File: config.mk
export PLATFORM = sky130hd
export DESIGN_NAME = serial_frame_tx_flat
export DESIGN_NICKNAME = d
export VERILOG_FILES = /design/src/rtl/serial_tx_pkg.sv /design/src/rtl/serial_frame_tx_if.sv /design/src/rtl/bit_tick_gen.sv /design/src/rtl/serial_frame_tx.sv /design/src/flat_wrapper.sv
export SDC_FILE = /design/constraint.sdc
export NUM_CORES = 1
export LEC_CHECK = 0
export CAP_MARGIN = 10
export CORE_MARGIN = 4
export CORE_UTILIZATION = 55
export CTS_CLUSTER_SIZE = 30
export DETAILED_ROUTE_END_ITERATION = 7
export PLACE_DENSITY = 0.81
export SYNTH_ARGS = -nofsm -noshare
export SYNTH_HDL_FRONTEND = slang
export SYNTH_HIERARCHICAL = 1
export SYNTH_SLANG_ARGS = --single-unit
File: constraint.sdc
create_clock -name clk -period 2.3 [get_ports clk]
set_input_delay 0.23 -clock clk [delete_from_list [all_inputs] [get_ports clk]]
set_output_delay 0.23 -clock clk [all_outputs]
set_load 0.005 [all_outputs]
File: src/rtl/serial_tx_pkg.sv
// Shared types and line levels for the serial frame transmitter.
//   tx_state_e  : transmitter FSM states
//   *_LEVEL     : fixed line levels for start, stop and idle
package serial_tx_pkg;

    typedef enum logic [2:0] {
        StIdle,
        StStart,
        StData,
        StParity,
        StStop
    } tx_state_e;

    localparam logic START_LEVEL = 1'b1;
    localparam logic STOP_LEVEL  = 1'b0;
    localparam logic IDLE_LEVEL  = 1'b0;

endpackage

File: src/rtl/serial_frame_tx_if.sv
// Word handshake into the serial frame transmitter.
//   in_data  : word to transmit, sampled on acceptance
//   in_valid : in_data is valid
//   in_ready : transmitter can accept a word
// master = word producer, slave = transmitter.
interface serial_frame_tx_if #(
    parameter int unsigned DATA_W = 8
) ();

    logic [DATA_W-1:0] in_data;
    logic              in_valid;
    logic              in_ready;

    modport master (
        output in_data,
        output in_valid,
        input  in_ready
    );

    modport slave (
        input  in_data,
        input  in_valid,
        output in_ready
    );

endinterface

File: src/rtl/bit_tick_gen.sv
// Bit period timer: counts 0..BIT_CYCLES-1 and flags the last cycle of each period.
//   clk, reset_n : clock, asynchronous active-low reset
//   restart      : realign the period so the next cycle is count 0
//   tick         : high on the last cycle of each bit period
module bit_tick_gen #(
    parameter int unsigned BIT_CYCLES = 1
) (
    input  logic clk,
    input  logic reset_n,
    input  logic restart,
    output logic tick
);

    localparam int unsigned CntW = $clog2(BIT_CYCLES + 1);
    localparam logic [CntW-1:0] LastCnt = CntW'(BIT_CYCLES - 1);

    logic [CntW-1:0] cnt_q, cnt_d;

    always_comb begin
        tick  = (cnt_q == LastCnt);
        cnt_d = (restart || tick) ? '0 : cnt_q + CntW'(1);
    end

    always_ff @(posedge clk or negedge reset_n) begin
        if (!reset_n) begin
            cnt_q <= '0;
        end else begin
            cnt_q <= cnt_d;
        end
    end

endmodule

File: src/rtl/serial_frame_tx.sv
// Serial frame transmitter: start bit, DATA_W data bits LSB-first, optional even
// parity bit, stop bit, each held BIT_CYCLES clocks.
//   clk, reset_n : clock, asynchronous active-low reset
//   bus          : word handshake (slave side)
//   out          : serial line
//   busy         : frame in progress
//   done         : one-cycle pulse in the IDLE cycle after a frame
// All outputs come straight from flops, which are loaded from next-state values so
// they line up with the state register.
module serial_frame_tx
    import serial_tx_pkg::*;
#(
    parameter int unsigned DATA_W     = 8,
    parameter int unsigned BIT_CYCLES = 1,
    parameter int unsigned PARITY_EN  = 0
) (
    input  logic               clk,
    input  logic               reset_n,
    serial_frame_tx_if.slave   bus,
    output logic               out,
    output logic               busy,
    output logic               done
);

    localparam int unsigned BitCntW = (DATA_W > 1) ? $clog2(DATA_W) : 1;
    localparam logic [BitCntW-1:0] LastBit = BitCntW'(DATA_W - 1);

    tx_state_e           state_q, state_d;
    logic [DATA_W-1:0]   shift_q, shift_d;
    logic [BitCntW-1:0]  bit_cnt_q, bit_cnt_d;
    logic                parity_q, parity_d;
    logic                out_q, out_d;
    logic                busy_q, busy_d;
    logic                done_q, done_d;
    logic                in_ready_q, in_ready_d;
    logic                accept;
    logic                tick;

    bit_tick_gen #(
        .BIT_CYCLES (BIT_CYCLES)
    ) u_tick (
        .clk     (clk),
        .reset_n (reset_n),
        .restart (accept),
        .tick    (tick)
    );

    always_comb begin
        state_d   = state_q;
        shift_d   = shift_q;
        bit_cnt_d = bit_cnt_q;
        parity_d  = parity_q;
        accept    = 1'b0;

        unique case (state_q)
            StIdle: begin
                if (bus.in_valid) begin
                    accept   = 1'b1;
                    shift_d  = bus.in_data;
                    parity_d = ^bus.in_data;
                    state_d  = StStart;
                end
            end
            StStart: begin
                if (tick) begin
                    state_d   = StData;
                    bit_cnt_d = '0;
                end
            end
            StData: begin
                if (tick) begin
                    shift_d = shift_q >> 1;
                    if (bit_cnt_q == LastBit) begin
                        bit_cnt_d = '0;
                        state_d   = (PARITY_EN != 0) ? StParity : StStop;
                    end else begin
                        bit_cnt_d = bit_cnt_q + BitCntW'(1);
                    end
                end
            end
            StParity: begin
                if (tick) state_d = StStop;
            end
            StStop: begin
                if (tick) state_d = StIdle;
            end
            default: state_d = StIdle;
        endcase

        out_d = IDLE_LEVEL;
        unique case (state_d)
            StIdle:   out_d = IDLE_LEVEL;
            StStart:  out_d = START_LEVEL;
            StData:   out_d = shift_d[0];
            StParity: out_d = parity_d;
            StStop:   out_d = STOP_LEVEL;
            default:  out_d = IDLE_LEVEL;
        endcase

        busy_d     = (state_d != StIdle);
        in_ready_d = (state_d == StIdle);
        done_d     = (state_q == StStop) && (state_d == StIdle);
    end

    always_ff @(posedge clk or negedge reset_n) begin
        if (!reset_n) begin
            state_q    <= StIdle;
            shift_q    <= '0;
            bit_cnt_q  <= '0;
            parity_q   <= 1'b0;
            out_q      <= IDLE_LEVEL;
            busy_q     <= 1'b0;
            done_q     <= 1'b0;
            in_ready_q <= 1'b1;
        end else begin
            state_q    <= state_d;
            shift_q    <= shift_d;
            bit_cnt_q  <= bit_cnt_d;
            parity_q   <= parity_d;
            out_q      <= out_d;
            busy_q     <= busy_d;
            done_q     <= done_d;
            in_ready_q <= in_ready_d;
        end
    end

    assign out          = out_q;
    assign busy         = busy_q;
    assign done         = done_q;
    assign bus.in_ready = in_ready_q;

endmodule
File: src/flat_wrapper.sv
// flat-port wrapper written by rule: the top's interface ports become plain ports
module serial_frame_tx_flat import serial_tx_pkg::*;
#(
    parameter int unsigned DATA_W     = 8,
    parameter int unsigned BIT_CYCLES = 1,
    parameter int unsigned PARITY_EN  = 0
)
  (clk, reset_n, out, busy, done, bus_in_data, bus_in_valid, bus_in_ready);
  serial_frame_tx_if #(.DATA_W(DATA_W)) bus_i ();
  input  logic clk;
  input  logic reset_n;
  output logic out;
  output logic busy;
  output logic done;
  input wire logic [$bits(bus_i.in_data)-1:0] bus_in_data;
  input wire logic [$bits(bus_i.in_valid)-1:0] bus_in_valid;
  output wire logic [$bits(bus_i.in_ready)-1:0] bus_in_ready;
  assign bus_i.in_data = bus_in_data;
  assign bus_i.in_valid = bus_in_valid;
  assign bus_in_ready = bus_i.in_ready;
  serial_frame_tx #(.DATA_W(DATA_W), .BIT_CYCLES(BIT_CYCLES), .PARITY_EN(PARITY_EN)) u_core (.clk(clk), .reset_n(reset_n), .bus(bus_i), .out(out), .busy(busy), .done(done));
endmodule
==> key figures <==
Worst setup path
  • Slowest CP cell: dfrtp_1
  • Reg2Reg Depth: 4
  • CP max stage delay: 620 ps
  • Crit start category: flip-flop
  • CP arrival: a little under 2000 ps
  • R2R Setup Slk: about 560 ps
  • WP buf/inv: 0
  • Reg2reg start: u_core/state_q[1]$_DFF_PN0_
  • Required @ worst endpoint: 2490 ps
  • Crit-path cells: mux2i_1, or3_1, a21o_1, a31o_1
  • Setup crit end kind: flip-flop
  • CP Class: reg -> reg
  • RR Endpoint: u_core/out$_DFF_PN0_
  • Top Family by Delay on Critical Path: flip-flops
  • Maximum fanout along the worst path: 11

Floorplanning
  • Std-Cell Rows: 14
  • Die outline height: 50.2 um
  • Initial core utilization: 61.5%
  • Die width: around 50 um
  • Core Footprint: 1590 um^2
  • Io pins: 15
  • Die Area: ~2500 um^2

Yosys
  • Distinct cells, synth: 29
  • Syn_nets: slightly above 100
  • Post-Synthesis Cells: 89
  • Post-Synthesis Cell Area: 981 um^2
  • Top cell type's share of synthesized area: 48.5%
  • Top FF cell, synth: dfrtp_1
  • Top post-synthesis cells by area: dfrtp_1 (48%), xnor2_1 (6.3%), a222oi_1 (6.1%), inv_1 (4.2%), dfstp_2 (2.7%)
  • Syn. warnings: 6
  • Post-synth EDFFs: 0
  • Mean Syn Cell Area: roughly 11 um^2
  • Number of synthesized register bits: 20
  • Post-synth ARST share: between 90% and 100%
  • Most area-hungry cell type in the Yosys netlist: dfrtp_1
  • Most common cell in the netlist: dfrtp_1
  • Top post-synthesis cells by count: dfrtp_1 (19), inv_1 (11), xnor2_1 (7)
  • Fraction of the yosys area taken by sequential cells: 51.1%

Drt
  • Drt total wl: 1780 um
  • Drc violations: 0
  • Routed length per instance: 13.8 um
  • 1st-iter DRT viols: 30
  • Post-DRT Antenna Nets: 0
  • Vias per cell: 5.70
  • DR pass1 iterations: 8
  • Via count: 735

Place
  • Pre-CTS WS: 519 ps
  • Post-placement cell count: about 130
  • DP Wirelength: 1330 um
  • IO buf count: 14
  • Dpl cell area: between 1000 and 1500 um^2
  • Gpl congestion: 0.752

Clocking
  • Clock Sinks: 20
  • CTS buffer count: 3
  • # H-tree levels: 1
  • Post-CTS Setup Inserts: 0
  • Post_cts resized: 0
  • Cts hold-fix bufs: 0
  • CTS tree: done
  • CTS Buffer Depth: 2
  • Worst-path clk slew: 110 ps
  • Clk_lat worst skew: 290 ps
  • CTS root buffer: clkbuf_4

Global route
  • First-pass GRT wire length: 3200 um
  • All-Layer GR Usage: 16.6%
  • GR Overflow Total: 0
  • Initial antenna violation count: 0
  • Pin count of the biggest net entering global routing: 21
  • Vias in the first global route: 720

STA
  • Fin. Hold Viols: 0
  • Final setup fails: 0
  • Tcrit/Tclk final: about three quarters
  • Post-route setup slack: 560 ps
  • Worst Skew: about 2.3 ps
  • Fin. max-slew vios: 0
  • Crit path time final: 1740 ps
  • Final hold slack: 260 ps
  • Total negative setup slack: 0 ps
  • Maximum clock rate: roughly 0.57 GHz
  • RSZ-0062 raised after global routing: no

Cells and area
  • Synthesis-to-finish area growth: 19.9%
  • Number of fill cells: 124
  • Final instance area: 1180 um^2
  • Final #Nets: 119
  • Ant. Diodes: 0
  • Non-filler cells, final: approximately 130
  • Final core occ: 73.8%
  • Layout cell share with drive strength beyond 1: 10.5%

Outcome
  • Status: completed

Power and ir drop
  • Power Density: 1190 nW/um^2
  • Lkg Pwr: 0.553 nW
  • Tot Pwr: 1.40 mW
  • Peak VDD IR: 0.000861 V

Min path
  • Worst hold path class: in -> async

Flow run
  • # Max-Cap Violations: 0
## report_power, final
part           leakage [nW]  internal (mW)  total, mW  switching [mW]
Clock                0.0210         0.0963      0.198           0.102
Combinational         0.285          0.294      0.559           0.265
Sequential            0.247          0.507      0.643           0.136
## cells in the final DEF, fill, tap and decap left out, types with 2 or more instances in the layout
| cell type | n |
|---|---|
| clkbuf_4 | 3 |
| a22o_1 | 3 |
| a21o_1 | 2 |
| or2b_1 | 2 |
| nor2_1 | 4 |
| or3_1 | 2 |
| a222oi_1 | 6 |
| xnor2_1 | 7 |
| dfrtp_1 | 19 |
| inv_1 | 11 |
| o21ai_0 | 3 |
| clkdlybuf4s50_1 | 14 |
| buf_4 | 2 |
| a21oi_1 | 5 |
| ha_1 | 2 |
| nand2_1 | 5 |
## sequential cells by signal (all words and copies together), names as in the netlist
register	flops
u_core/shift_q	8
u_core/out	1
u_core/busy	1
u_core/bus.in_ready	1
u_core/done	1
u_core/bit_cnt_q	3
u_core/state_q	3
u_core/u_tick/cnt_q	1
u_core/parity_q	1
## layout make-up
type / instances / area, um^2 / share of cell area (%)
clock buffer: 4 / 36.3 / 3.09
timing repair buffer: 16 / 155 / 13.2
multi-input combinational: 54 / 412 / 35.0
sequential: 20 / 502 / 42.7
tap: 24 / 30.0 / 2.55
inverter: 11 / 41.3 / 3.51
## cells by family (layout without fill, tap and decap cells)
family	count (synthesis)	in the layout	share of synthesized area, %
and+or+nand+nor	19	19	12.5
DFF	20	20	51.1
xor gates and xnor gates	7	7	6.25
other	1	1	0.382
buffers and inverters	15	31	6.89
adders and majority gates	2	2	2.55
muxes	1	1	1.02
AOI/OAI and AO/OA	24	24	19.3
## how the worst max path moves through the flow
stage,start,end,slack (ps),cells past startpoint
2_1_floorplan,u_core/bit_cnt_q[0]$_DFFE_PN0P_,u_core/out$_DFF_PN0_,790,6
3_3_place_gp,bus_in_valid,u_core/out$_DFF_PN0_,530,5
3_5_place_dp,bus_in_valid,u_core/out$_DFF_PN0_,520,5
4_1_cts,u_core/state_q[1]$_DFF_PN0_,u_core/out$_DFF_PN0_,570,4
5_1_grt,u_core/u_tick/cnt_q$_DFF_PN0_,u_core/out$_DFF_PN0_,450,5
6_report,u_core/state_q[1]$_DFF_PN0_,u_core/out$_DFF_PN0_,560,4
## routing by layer
| layer | up-vias | GRT usage [%] | routed length [um] |
|---|---|---|---|
| li1 | 350 | - | - |
| met1 | 363 | 22.5 | 766 |
| met2 | 20 | 26.3 | 886 |
| met3 | 2 | 3.55 | 117 |
| met4 | 0 | 5.53 | 12 |
| met5 | - | 0 | 0 |
Power figures use the tool's default switching activity.
